$ cat config.mk
export PLATFORM = sky130hd
export DESIGN_NAME = vga_sync_gen
export DESIGN_NICKNAME = d
export VERILOG_FILES = /design/src/rtl/vga_timing_pkg.sv /design/src/rtl/vga_sync_delay.sv /design/src/rtl/vga_sync_gen.sv
export SDC_FILE = /design/constraint.sdc
export NUM_CORES = 1
export LEC_CHECK = 0
export ABC_CLOCK_PERIOD_IN_PS = 2400
export BUFFER_PORTS_ARGS = -buffer_cell sky130_fd_sc_hd__buf_2
export CAP_MARGIN = 20
export CORE_MARGIN = 10
export CORE_UTILIZATION = 52
export CTS_CLUSTER_DIAMETER = 120
export DETAILED_ROUTE_END_ITERATION = 8
export HOLD_SLACK_MARGIN = 0.06
export PLACE_DENSITY = 0.85
export SYNTH_ARGS = -nofsm -noshare
export SYNTH_HDL_FRONTEND = slang
export SYNTH_HIERARCHICAL = 1
export SYNTH_SLANG_ARGS = --single-unit
$ cat constraint.sdc
create_clock -name iCLK -period 2.4 [get_ports iCLK]
set_input_delay 0.24 -clock iCLK [delete_from_list [all_inputs] [get_ports iCLK]]
set_output_delay 0.24 -clock iCLK [all_outputs]
set_load 0.02 [all_outputs]
$ cat src/rtl/vga_timing_pkg.sv
// Shared 640x480@60 raster constants and the sync/blank bundle type.
package vga_timing_pkg;

  localparam int CNT_W = 11;

  localparam int DEF_H_ACTIVE = 640;
  localparam int DEF_H_FP     = 16;
  localparam int DEF_H_SYNC   = 96;
  localparam int DEF_H_BP     = 48;
  localparam int DEF_V_ACTIVE = 480;
  localparam int DEF_V_FP     = 10;
  localparam int DEF_V_SYNC   = 2;
  localparam int DEF_V_BP     = 33;

  localparam int H_TOTAL      = DEF_H_ACTIVE + DEF_H_FP + DEF_H_SYNC + DEF_H_BP;
  localparam int V_TOTAL      = DEF_V_ACTIVE + DEF_V_FP + DEF_V_SYNC + DEF_V_BP;
  localparam int H_SYNC_START = DEF_H_ACTIVE + DEF_H_FP;
  localparam int H_SYNC_END   = H_SYNC_START + DEF_H_SYNC - 1;
  localparam int V_SYNC_START = DEF_V_ACTIVE + DEF_V_FP;
  localparam int V_SYNC_END   = V_SYNC_START + DEF_V_SYNC - 1;

  // Bundle that travels through the alignment delay line.
  typedef struct packed {
    logic hs;
    logic vs;
    logic blank_n;
  } sync_t;

endpackage

$ cat src/rtl/vga_sync_delay.sv
// Enable-qualified shift register that keeps sync/blank aligned with the
// registered RGB of the downstream colour stage. DEPTH = 0 is a wire.
module vga_sync_delay
  import vga_timing_pkg::*;
#(
  parameter int    DEPTH   = 1,
  parameter sync_t RST_VAL = '0
) (
  input  logic  iCLK,
  input  logic  iRST_N,
  input  logic  iEn,
  input  sync_t iSync,
  output sync_t oSync
);

  if (DEPTH == 0) begin : g_pass
    logic unused_ctl;
    assign unused_ctl = ^{iCLK, iRST_N, iEn};
    assign oSync      = iSync;
  end else begin : g_pipe
    sync_t [DEPTH-1:0] pipe;

    // Shift on pixel enable; reset flushes every stage to the idle vector.
    always_ff @(posedge iCLK or negedge iRST_N) begin
      if (!iRST_N) begin
        pipe <= {DEPTH{RST_VAL}};
      end else if (iEn) begin
        pipe[0] <= iSync;
        for (int i = 1; i < DEPTH; i++) pipe[i] <= pipe[i-1];
      end
    end

    assign oSync = pipe[DEPTH-1];
  end

endmodule

$ cat src/rtl/vga_sync_gen.sv
// VGA raster timing: x/y counters, active flag, line/frame pulses, and
// sync/blank delayed to match the downstream colour pipeline.
module vga_sync_gen
  import vga_timing_pkg::*;
#(
  parameter int H_ACTIVE   = DEF_H_ACTIVE,
  parameter int H_FP       = DEF_H_FP,
  parameter int H_SYNC     = DEF_H_SYNC,
  parameter int H_BP       = DEF_H_BP,
  parameter int V_ACTIVE   = DEF_V_ACTIVE,
  parameter int V_FP       = DEF_V_FP,
  parameter int V_SYNC     = DEF_V_SYNC,
  parameter int V_BP       = DEF_V_BP,
  parameter int H_POL      = 0,
  parameter int V_POL      = 0,
  parameter int PIPE_DELAY = 1
) (
  input  logic             iCLK,
  input  logic             iRST_N,
  input  logic             iPix_En,
  output logic [CNT_W-1:0] oVga_x,
  output logic [CNT_W-1:0] oVga_y,
  output logic             oActive,
  output logic             oLine_Start,
  output logic             oFrame_Start,
  output logic             oH_SYNC,
  output logic             oV_SYNC,
  output logic             oBLANK_N
);

  localparam int HT = H_ACTIVE + H_FP + H_SYNC + H_BP;
  localparam int VT = V_ACTIVE + V_FP + V_SYNC + V_BP;

  localparam logic [CNT_W-1:0] X_LAST = CNT_W'(HT - 1);
  localparam logic [CNT_W-1:0] Y_LAST = CNT_W'(VT - 1);
  localparam logic [CNT_W-1:0] X_ACT  = CNT_W'(H_ACTIVE);
  localparam logic [CNT_W-1:0] Y_ACT  = CNT_W'(V_ACTIVE);
  localparam logic [CNT_W-1:0] HS_B   = CNT_W'(H_ACTIVE + H_FP);
  localparam logic [CNT_W-1:0] HS_E   = CNT_W'(H_ACTIVE + H_FP + H_SYNC - 1);
  localparam logic [CNT_W-1:0] VS_B   = CNT_W'(V_ACTIVE + V_FP);
  localparam logic [CNT_W-1:0] VS_E   = CNT_W'(V_ACTIVE + V_FP + V_SYNC - 1);

  localparam logic  HS_ON     = (H_POL != 0);
  localparam logic  VS_ON     = (V_POL != 0);
  localparam sync_t SYNC_IDLE = '{hs: ~HS_ON, vs: ~VS_ON, blank_n: 1'b0};

  logic [CNT_W-1:0] x_nxt, y_nxt;
  logic             x_wrap, act_nxt;
  sync_t            sync_nxt, sync_q, sync_d;

  // Next raster position and its decode; registering the decode alongside
  // the counters keeps every output referring to the same pixel.
  always_comb begin
    x_wrap = (oVga_x == X_LAST);
    x_nxt  = x_wrap ? '0 : oVga_x + 1'b1;
    y_nxt  = oVga_y;
    if (x_wrap) y_nxt = (oVga_y == Y_LAST) ? '0 : oVga_y + 1'b1;
    act_nxt          = (x_nxt < X_ACT) && (y_nxt < Y_ACT);
    sync_nxt.hs      = (x_nxt >= HS_B && x_nxt <= HS_E) ? HS_ON : ~HS_ON;
    sync_nxt.vs      = (y_nxt >= VS_B && y_nxt <= VS_E) ? VS_ON : ~VS_ON;
    sync_nxt.blank_n = act_nxt;
  end

  // Counters and undelayed decode; reset parks at the last blanking pixel.
  always_ff @(posedge iCLK or negedge iRST_N) begin
    if (!iRST_N) begin
      oVga_x  <= X_LAST;
      oVga_y  <= Y_LAST;
      oActive <= 1'b0;
      sync_q  <= SYNC_IDLE;
    end else if (iPix_En) begin
      oVga_x  <= x_nxt;
      oVga_y  <= y_nxt;
      oActive <= act_nxt;
      sync_q  <= sync_nxt;
    end
  end

  // Start pulses last one iCLK: set on an enabled step into x=0, cleared
  // on the next edge whether or not the pixel enable is high.
  always_ff @(posedge iCLK or negedge iRST_N) begin
    if (!iRST_N) begin
      oLine_Start  <= 1'b0;
      oFrame_Start <= 1'b0;
    end else begin
      oLine_Start  <= iPix_En && (x_nxt == '0);
      oFrame_Start <= iPix_En && (x_nxt == '0) && (y_nxt == '0);
    end
  end

  vga_sync_delay #(
    .DEPTH   (PIPE_DELAY),
    .RST_VAL (SYNC_IDLE)
  ) u_dly (
    .iCLK   (iCLK),
    .iRST_N (iRST_N),
    .iEn    (iPix_En),
    .iSync  (sync_q),
    .oSync  (sync_d)
  );

  assign oH_SYNC  = sync_d.hs;
  assign oV_SYNC  = sync_d.vs;
  assign oBLANK_N = sync_d.blank_n;

endmodule

==> results of run 1 <==
## worst reg2reg max path, stage by stage (launching register included)
cell     delay (ns)
dfstp_2        0.56
ha_4           0.17
nand4_4        0.15
or4_1          0.55
xor2_1         0.31
and4_1         0.28
nor4b_4        0.19
## cell families (layout without fill, tap and decap cells)
group | after synthesis | after routing | share of synthesized area (%)
and+or+nand+nor | 99 | 99 | 25.5
muxes | 6 | 6 | 3.10
DFF | 30 | 30 | 36.0
buffers and inverters | 32 | 72 | 6.62
AOI/OAI and AO/OA | 55 | 55 | 16.8
xor gates and xnor gates | 21 | 21 | 8.61
adders and majority gates | 6 | 6 | 3.40
## layer usage
layer  part of all wire, %  track usage [%]
met1                    43             20.6
met2                    47             24.9
met3                   7.4             4.10
met4                   2.7             6.24
met5                     0                0
## timing repair
action	4_1_cts	5_1_grt
hold buffers	1	0
buffers inserted	0	1
endpoints found under the setup margin	0	3
gates resized for setup	0	3
hold endpoints to repair	16	0
## flip-flops by register name, summed over array words and instances, names as in the netlist
register / count
oVga_x: 11
oFrame_Start: 1
oVga_y: 11
oLine_Start: 1
sync_q: 3
u_dly/oSync: 3
## stage by stage
stage	setup WS (ns)	power, mW
finish	0.0921	1.66
global route	-0.0263	1.75
CTS	0.105	1.66
detailed placement	0.123	1.22
global placement	0.167	1.20
floorplan	0.0493	1.04
## power by group through the flow
stage	clock network [mW]	logic, mW	registers, mW
5_1_grt	0.468	0.633	0.652
4_1_cts	0.441	0.570	0.644
3_3_place_gp	0	0.550	0.647
2_1_floorplan	0	0.335	0.708
3_5_place_dp	0	0.566	0.652
6_report	0.444	0.576	0.644
## area by class of cell
class	count	area [sq um]	share of cell area [%]
Inverter	8	30.0	1.17
Timing Repair Buffer	56	348	13.6
Sequential cell	30	768	29.9
Tap cell	50	62.6	2.44
Multi-Input combinational cell	187	1270	49.3
Clock inverter	1	5.00	0.195
Clock buffer	7	86.3	3.36
## path summary, 6_finish.rpt
| path | end | depth (start not counted) | slack [ns] | from |
|---|---|---|---|---|
| worst max-delay path | oFrame_Start | 6 | 0.09 | oVga_x[0] |
| worst min-delay path | oVga_x[1] | 2 | 0.26 | iPix_En |
| worst max register to register | oFrame_Start | 6 | 0.09 | oVga_x[0] |
| worst min register to register | u_dly/oSync[0] | 1 | 0.50 | u_dly/oSync[0] |
| max in group asynchronous | oVga_y[8] | 2 | 1.43 | iRST_N |
| min in group asynchronous | oVga_y[1] | 2 | 0.52 | iRST_N |
## placed cells by master, fill, tap and decap left out, types with 4 or more instances in the layout
cell,netlist,routed
nor4_1,4,4
o31ai_1,5,5
nor2_1,17,17
a31oi_1,7,7
nand3_1,15,15
ha_1,5,4
inv_1,8,8
nor3_1,5,5
clkbuf_8,0,6
nand2_1,25,25
nand4_1,7,7
and3_1,7,7
buf_4,1,25
dfrtp_1,16,16
o21ai_0,15,15
buf_2,7,30
a21oi_1,12,12
xnor2_1,13,13
xor2_1,8,8
dfstp_2,14,14
mux2_2,5,5
==> impl_results.md, run 1 <==
* DP Cell Count at 329
* Die Width at around 84 um
* Hold WC Path Type: in -> reg
* P_leak at 1.06 nW
* VDD IR max at approximately 0.5 mV
* Crit. End Element: flop
* Routed len/inst at around 18 um
* CTS tree: done
* Grt total ovfl at 0
* DPL Wire Length at roughly 4200 um
* Synth top cells by count: nand2_1, nor2_1, dfrtp_1
* Flops & latches, synth at 30
* Finished Core Util at between 60 and 70%
* I/O pin cnt at 31
* Switching pwr at a little over 600 uW
* Core Area at roughly 4000 sq um
* Achievable frequency at 433 MHz
* Net count after synthesis at approximately 260
* Share of layout cells above drive strength 1 at between 30% and 40%
* Initial core utilization at between 50% and 60%
* Clock Latency Late Sink at 0.30 ns
* Worst-path clk slew at 0.06 ns
* Clock power frac at 26.7%
* CP cell instances: ha_4 -> nand4_4 -> or4_1 -> xor2_1 -> and4_1 -> nor4b_4
* Post-Syn Area at roughly 2100 sq um
* Synth warnings at 6
* Core Rows at 23
* Max-cap violations at 0
* Status: complete, no violations
* Seq/Total Area, Yosys at 36.0%
* Cell variety after synth at 51
* Avg Cell Area, Syn at around 8.6 sq um
* ANT cells at 0
* Slowest stage delay, CP at 0.56 ns
* Period minus WS final at roughly 2.3 ns
* Main synth FF type: dfrtp_1
* Sum of negative setup slack at 0 ns
* Crit-path max FO at 10
* Via total after detailed routing at 2058
* DRC at 0
* Buffers added on ports at 30
* Final non-filler cell total at between 300 and 400
* Hold Vio Cnt, Final at 0
* H-tree Lvls at 2
* Async set-or-reset flop fraction in the synthesized netlist at between 90% and 100%
* Initial antenna violation count at 0
* Fin Clk Skew at approximately 0.012 ns
* P_int at about 1.1 mW
* CP Buf/Inv Count at 0
* Kind of critical path: reg -> reg
* Area of placed instances at roughly 2400 sq um
* PD cells at 648 nW/um^2
* First drt pass iteration count at 5
* First-pass GRT wire length at about 9600 um
* Die area at about 7100 sq um
* EDFF count, synth at 0
* Fillers at about 340
* Hold_ws at approximately 0.26 ns
* Design area at around 2600 sq um
* Slowest cell on crit path: dfstp_2
* Placer Congestion at 0.962
* Synth area leader: dfrtp_1
* Cell family with most CP delay: simple AND/OR/NAND/NOR gates
* Antenna Violating Nets Remaining at 0
* Vias per cell at 6.07
* Worst EP required at between 2 and 3 ns
* Combinational group share of total power at roughly 35%
* Total CTS buffers at 5
* Clock sink count at 30
* Crit start category: flop
* Switch share at a little under two fifths
* Max_slew headroom at a little over half
* Max Root-Sink Buffers at 2
* Initial DRC count at 273
* Seq pwr share at between 30 and 40%
* Final period util at between 90 and 100%
* Die H at about 84 um
* Slew at the pin closest to its max-slew limit at ~0.7 ns
* DRT Wirelength at a little under 6000 um
* Final Max Tran Viols at 0
* Syn Inst Count at between 200 and 250
* Vias in the first global route at approximately 1900
* Area Growth Syn to Fin at 20.2%
* Worst EP arrival at approximately 2.5 ns
* Synth top area share at about a fifth
* CTS Root Cell: clkbuf_8
* Largest net degree at the start of global routing at 31
* Most frequent cell after synthesis: nand2_1
* Top post-synthesis cells by area: dfrtp_1, dfstp_2, xnor2_1
* # setup viols final at 0
* Fin nets at roughly 300
* Overall Global Routing Usage at between 15 and 20%
No activity file was read; power rests on OpenSTA's default activity.
==> run 2, diff against run 1 <==
--- a/config.mk
+++ b/config.mk
@@ -5,15 +5,16 @@
 export SDC_FILE = /design/constraint.sdc
 export NUM_CORES = 1
 export LEC_CHECK = 0
-export ABC_CLOCK_PERIOD_IN_PS = 2400
+export ABC_CLOCK_PERIOD_IN_PS = 2200
 export BUFFER_PORTS_ARGS = -buffer_cell sky130_fd_sc_hd__buf_2
 export CAP_MARGIN = 20
 export CORE_MARGIN = 10
-export CORE_UTILIZATION = 52
+export CORE_UTILIZATION = 57
 export CTS_CLUSTER_DIAMETER = 120
 export DETAILED_ROUTE_END_ITERATION = 8
 export HOLD_SLACK_MARGIN = 0.06
-export PLACE_DENSITY = 0.85
+export PLACE_DENSITY = 0.88
+export RECOVER_POWER = 100
 export SYNTH_ARGS = -nofsm -noshare
 export SYNTH_HDL_FRONTEND = slang
 export SYNTH_HIERARCHICAL = 1
==> constraint.sdc (replaced) <==
create_clock -name iCLK -period 2.2 [get_ports iCLK]
set_input_delay 0.22 -clock iCLK [delete_from_list [all_inputs] [get_ports iCLK]]
set_output_delay 0.22 -clock iCLK [all_outputs]
set_load 0.02 [all_outputs]
==> run 2 against run 1 <==
  * The flow now finishes with violations (capacitance limit, slew limit, setup timing)
  * First-iteration DRC count fell by 6.6%
  * Setup slack got worse by 0.14 ns
  * Core utilization rose by 10 points
  * Via count rose by 7.4%
  * Worst hold slack improved by 0.0060 ns
==> impl_results.md, run 2 (synthesis gave the netlist of run 1 again) <==
* Status: finished, violations left
* Failing checks: capacitance limit, slew limit, setup timing
* Worst flop-to-flop path startpoint: oVga_y[4]
* Kind of critical path: reg -> reg
* I/O pin cnt at 31
* RSZ-0062 raised after global routing: yes
* Routed len/inst at 18.0 um
* Vias per cell at ~6.3
* Vias in the first global route at a little over 2000
* Met1 wire length at between 2000 and 2500 um
* PnR worst setup slack at -0.0434 ns
* DR WL met3 at about 620 um
* Fin Clk Skew at ~0.0063 ns
* Core Rows at 22
* Max Root-Sink Buffers at 2
* Most frequent cells in the layout: buf_4, clkbuf_1, nand2_1
* R2R depth at 7
* CTS tree: done
* Via total after detailed routing at about 2200
* Crit-path max FO at 7
* Period minus WS final at between 2 and 2.5 ns
* Initial core utilization at slightly below 60%
* Final Max Tran Viols at 31
* First drt pass iteration count at 5
* Area Growth Syn to Fin at 26.5%
* Initial antenna violation count at 0
* First-pass GRT wire length at 9530 um
* Hold Vio Cnt, Final at 0
* Top sig layer: met4
* P_leak at approximately 1.1 nW
* VDD IR max at between 0.5 and 0.6 mV
* Final period util at 102%
* Grt total ovfl at 0
* Hold WC Path Type: in -> reg
* Buffers added on ports at 30
* Total CTS buffers at 5
* Finished Core Util at around 74%
* Max-cap violations at 1
* ANT cells at 0
* Crit. End Element: flop
* Regs by FF count: oVga_x (11), oVga_y (11)
* DPL Wire Length at ~4200 um
* RR Endpoint: oFrame_Start
* Crit start category: flop
* Fin nets at roughly 300
* DR WL met2 at about 3000 um
* DRC at 0
* PD cells at 701 nW/um^2
* Achievable frequency at 446 MHz
* Share of layout cells above drive strength 1 at between 20% and 30%
* Hold EP: sync_q[0]
* Slew at the pin closest to its max-slew limit at between 1.5 and 2 ns
* Die Width at a little over 80 um
* Antenna Violating Nets Remaining at 0
* Die area at approximately 6600 sq um
* Worst hold path cell count at 3
* Placer Congestion at about 0.96
* Overall Global Routing Usage at a little under a fifth
* Hold Path Origin: iPix_En
* Max_slew headroom at -3.39%
* Most common cell after layout, fill and taps aside: buf_4
* # setup viols final at 1
* CTS Root Cell: clkbuf_8
* Worst EP required at 2.40 ns
* Clock Latency Late Sink at between 0.2 and 0.3 ns
* Largest net degree at the start of global routing at 31
* Core Area at approximately 3600 sq um
* Worst-path clk slew at 0.07 ns
* Initial DRC count at around 260
* R2R Setup Slk at -0.04 ns
* DRT Wirelength at 6270 um
* Die H at 81.2 um
* Clock sink count at 30
* Sum of negative setup slack at -0.0434 ns
* Worst EP arrival at 2.45 ns
* H-tree Lvls at 2
run 2: changes by cell type in the layout (fill, tap and decap cells not counted), sizes merged:
cell    change
buf        -15
bufinv      +1
clkbuf     +25
clkinv      +1
run 2: through the flow:
stage | total power, mW | hold slack, ns | setup slack (ns) | cell area (sq um) | cells
3_5_place_dp | 1.33 | 0.282 | -0.0114 | 2510 | 335
6_report | 1.89 | 0.265 | -0.0434 | 2700 | 349
2_1_floorplan | 1.14 | -0.0756 | -0.0888 | 2170 | 249
3_3_place_gp | 1.32 | 0.281 | 0.0883 | 2510 | 335
4_1_cts | 1.89 | 0.258 | 0.0135 | 2640 | 344
5_1_grt | 1.99 | 0.266 | -0.120 | 2700 | 349
run 2: repair_timing:
item                                    CTS  global route
hold buffers                              1             0
buffers inserted                          0             5
endpoints found under the setup margin    1             5
pin swaps                                 0             5
gates resized for setup                   2            13
hold endpoints to repair                 16             0
run 2: worst max path at each step:
stage,to,start,slack [ns]
finish,oFrame_Start,oVga_y[4],-0.04
global route,oFrame_Start,oVga_y[4],-0.12
CTS,oFrame_Start,oVga_x[0],0.01
detailed placement,oFrame_Start,oVga_x[0],-0.01
global placement,sync_q[1],oVga_x[0],0.09
floorplan,oFrame_Start,oVga_x[1],-0.09
run 2: final cells by class:
| type | count | area, sq um |
|---|---|---|
| clock buffers | 5 | 68.8 |
| inverters | 8 | 30.0 |
| multi-input cells | 187 | 1330 |
| fillers | 274 | 932 |
| clock inverters | 3 | 40.0 |
| flip-flops and latches | 30 | 769 |
| repair buffers | 68 | 407 |
| well taps | 48 | 60.1 |
run 2: layer usage:
metal,track usage (%),vias up
li1,-,1001
met1,21.5,1032
met2,30.1,151
met3,5.63,27
met4,7.09,0
met5,0,-
run 2: power breakdown:
part	switching (mW)	total, mW	internal (mW)	leakage, nW
combinational	0.380	0.639	0.259	0.640
sequential	0.0654	0.707	0.641	0.352
clock	0.217	0.549	0.333	0.0579
run 2: critical path, stage by stage, from the launching register on:
cell and delay, ns:
dfrtp_1 0.39, or4_4 0.55, nor4b_4 0.33, buf_6 0.17, nor2_1 0.06, a221oi_2 0.23, nand3_1 0.20, nor4b_4 0.24
==> run 3, diff against run 2 <==
--- a/config.mk
+++ b/config.mk
@@ -9,11 +9,11 @@
 export BUFFER_PORTS_ARGS = -buffer_cell sky130_fd_sc_hd__buf_2
 export CAP_MARGIN = 20
 export CORE_MARGIN = 10
-export CORE_UTILIZATION = 57
+export CORE_UTILIZATION = 50
 export CTS_CLUSTER_DIAMETER = 120
 export DETAILED_ROUTE_END_ITERATION = 8
 export HOLD_SLACK_MARGIN = 0.06
-export PLACE_DENSITY = 0.88
+export PLACE_DENSITY = 0.79
 export RECOVER_POWER = 100
 export SYNTH_ARGS = -nofsm -noshare
 export SYNTH_HDL_FRONTEND = slang
==> run 3 against run 2 <==
  * Setup slack better by 0.018 ns
  * The run still ends with capacitance limit, slew limit, setup timing left
  * Core utilization is 6.9 points lower
  * Fmax is 0.81% higher
  * Die area is 10% higher
  * Largest power group unchanged
  * Critical path type unchanged
  * Global-route usage is 2.4 points lower
  * Clock-buffer cell count is 2 higher
==> impl_results.md, run 3 (synthesis gave the netlist of run 1 again) <==
* Routed len/inst at approximately 16 um
* Failing checks: capacitance limit, slew limit, setup timing
* Fillers at 331
* First-pass GRT wire length at ~9700 um
* Worst-path clk slew at 0.06 ns
* Core Rows at 23
* Status: finished, violations left
* Kind of critical path: reg -> reg
* PD cells at ~660 nW/um^2
* Most common cell after layout, fill and taps aside: buf_4
* Final period util at 101%
* Initial DRC count at 180
* Slew at the pin closest to its max-slew limit at 1.58 ns
* Regs by FF count: oVga_x (11), oVga_y (11)
* Max Root-Sink Buffers at 2
* Hold WC Path Type: reg -> reg
* P_int at around 1.2 mW
* ANT cells at 0
* Clock sink count at 30
* Seq pwr share at ~39%
* Crit-path max FO at 6
* RSZ-0062 raised after global routing: yes
* Switch share at a little over a third
* R2R Setup Slk at -0.03 ns
* Vias in the first global route at just over 2000
* CTS Root Cell: clkbuf_8
* Vias per cell at between 5 and 6
* VDD IR max at approximately 0.57 mV
* Worst EP required at around 2.4 ns
* Worst EP arrival at between 2 and 2.5 ns
* Max_slew headroom at -5.62%
* Largest net degree at the start of global routing at 31
* Switching pwr at 630 uW
* DRC at 0
* Share of layout cells above drive strength 1 at 29.4%
* DPL Wire Length at approximately 4200 um
* Grt total ovfl at 0
* I/O pin cnt at 31
* Final non-filler cell total at ~360
* # setup viols final at 3
* PnR worst setup slack at -0.0253 ns
* Hold Vio Cnt, Final at 0
* Max-cap violations at 1
* Crit. End Element: flop
* H-tree Lvls at 2
* Placer Congestion at ~0.9
* Overall Global Routing Usage at approximately 16%
* Fin Clk Skew at between 0.001 and 0.0015 ns
* Die H at approximately 85 um
* Crit start category: flop
* Period minus WS final at 2.23 ns
* Total CTS buffers at 5
* DP Cell Count at 340
* Antenna Violating Nets Remaining at 0
* Die area at ~7300 sq um
* Final Max Tran Viols at 31
* DRT Wirelength at 5880 um
* Initial core utilization at a little over half
* Combinational group share of total power at a little over a third
* P_leak at around 1.1 nW
* Area of placed instances at between 2000 and 3000 sq um
* Fin nets at 316
* Core Area at between 4000 and 5000 sq um
* Design area at between 2000 and 3000 sq um
* CTS tree: done
* Most frequent cells in the layout: buf_4, clkbuf_1, nand2_1
* Die Width at 85.4 um
* Clock power frac at between 20% and 30%
* Buffers added on ports at 30
* Achievable frequency at between 400 and 500 MHz
* First drt pass iteration count at 5
* Via total after detailed routing at 2127
* Clock Latency Late Sink at about 0.28 ns
* Initial antenna violation count at 0
* Area Growth Syn to Fin at 28.1%
run 3: final cells by class:
| cell class | instances | area [sq um] | area share [%] |
|---|---|---|---|
| clock inverters | 1 | 5.00 | 0.183 |
| flip-flops and latches | 30 | 768 | 28.1 |
| multi-input cells | 187 | 1320 | 48.3 |
| well taps | 50 | 62.6 | 2.29 |
| inverters | 8 | 30.0 | 1.10 |
| clock buffers | 7 | 86.3 | 3.16 |
| repair buffers | 76 | 463 | 16.9 |
run 3: timing repair:
| item | CTS | global route |
|---|---|---|
| setup endpoints to repair | 2 | 9 |
| pin swaps | 4 | 7 |
| hold endpoints to repair | 16 | 0 |
| gates cloned | 0 | 0 |
| hold buffers | 1 | 0 |
| gates resized for setup | 4 | 12 |
| setup buffers | 3 | 7 |
run 3: worst paths after layout:
check | startpoint | endpoint | cells after the start
setup / recovery | oVga_x[0] | sync_q[1] | 7
hold / removal | u_dly/oSync[0] | u_dly/oSync[0] | 1
setup reg to reg | oVga_x[0] | sync_q[1] | 7
hold reg to reg | u_dly/oSync[0] | u_dly/oSync[0] | 1
max in group asynchronous | iRST_N | u_dly/oSync[0] | 2
min in group asynchronous | iRST_N | oVga_x[5] | 2
run 3: stage by stage:
| step | util [%] | hold slack [ns] | setup WS, ns | TNS [ns] | power, mW |
|---|---|---|---|---|---|
| after floorplan | - | -0.0756 | -0.0888 | -0.172 | 1.14 |
| after global placement | 62.4 | 0.283 | -0.0393 | -0.0393 | 1.33 |
| after detailed placement | 62.4 | 0.292 | -0.0681 | -0.0780 | 1.34 |
| after CTS | 66.1 | 0.324 | 0.00151 | 0 | 1.81 |
| after global routing | 67.4 | 0.536 | -0.182 | -0.709 | 1.90 |
| final | 67.4 | 0.510 | -0.0253 | -0.0536 | 1.79 |
run 3: layer usage:
| metal | track usage [%] | routed length (um) | part of all wire (%) | vias to the layer above |
|---|---|---|---|---|
| li1 | - | - | - | 1014 |
| met1 | 19.1 | 2470 | 42 | 1010 |
| met2 | 25.0 | 2810 | 48 | 87 |
| met3 | 5.26 | 461 | 7.8 | 16 |
| met4 | 6.44 | 125 | 2.1 | 0 |
| met5 | 0 | 0 | 0 | - |
run 3: critical path, stage by stage (launching register included):
cell and delay (ns):
dfstp_2 0.56, ha_4 0.15, nand4_4 0.14, or3_4 0.40, o31ai_1 0.42, o2bb2ai_2 0.18, nor4_1 0.09, a31oi_1 0.20
run 3: power by group through the flow:
| stage | logic [mW] | registers (mW) | clock network (mW) |
|---|---|---|---|
| 2_1_floorplan | 0.369 | 0.773 | 0 |
| 3_3_place_gp | 0.634 | 0.697 | 0 |
| 3_5_place_dp | 0.642 | 0.701 | 0 |
| 4_1_cts | 0.652 | 0.692 | 0.461 |
| 5_1_grt | 0.713 | 0.701 | 0.488 |
| 6_report | 0.644 | 0.693 | 0.455 |
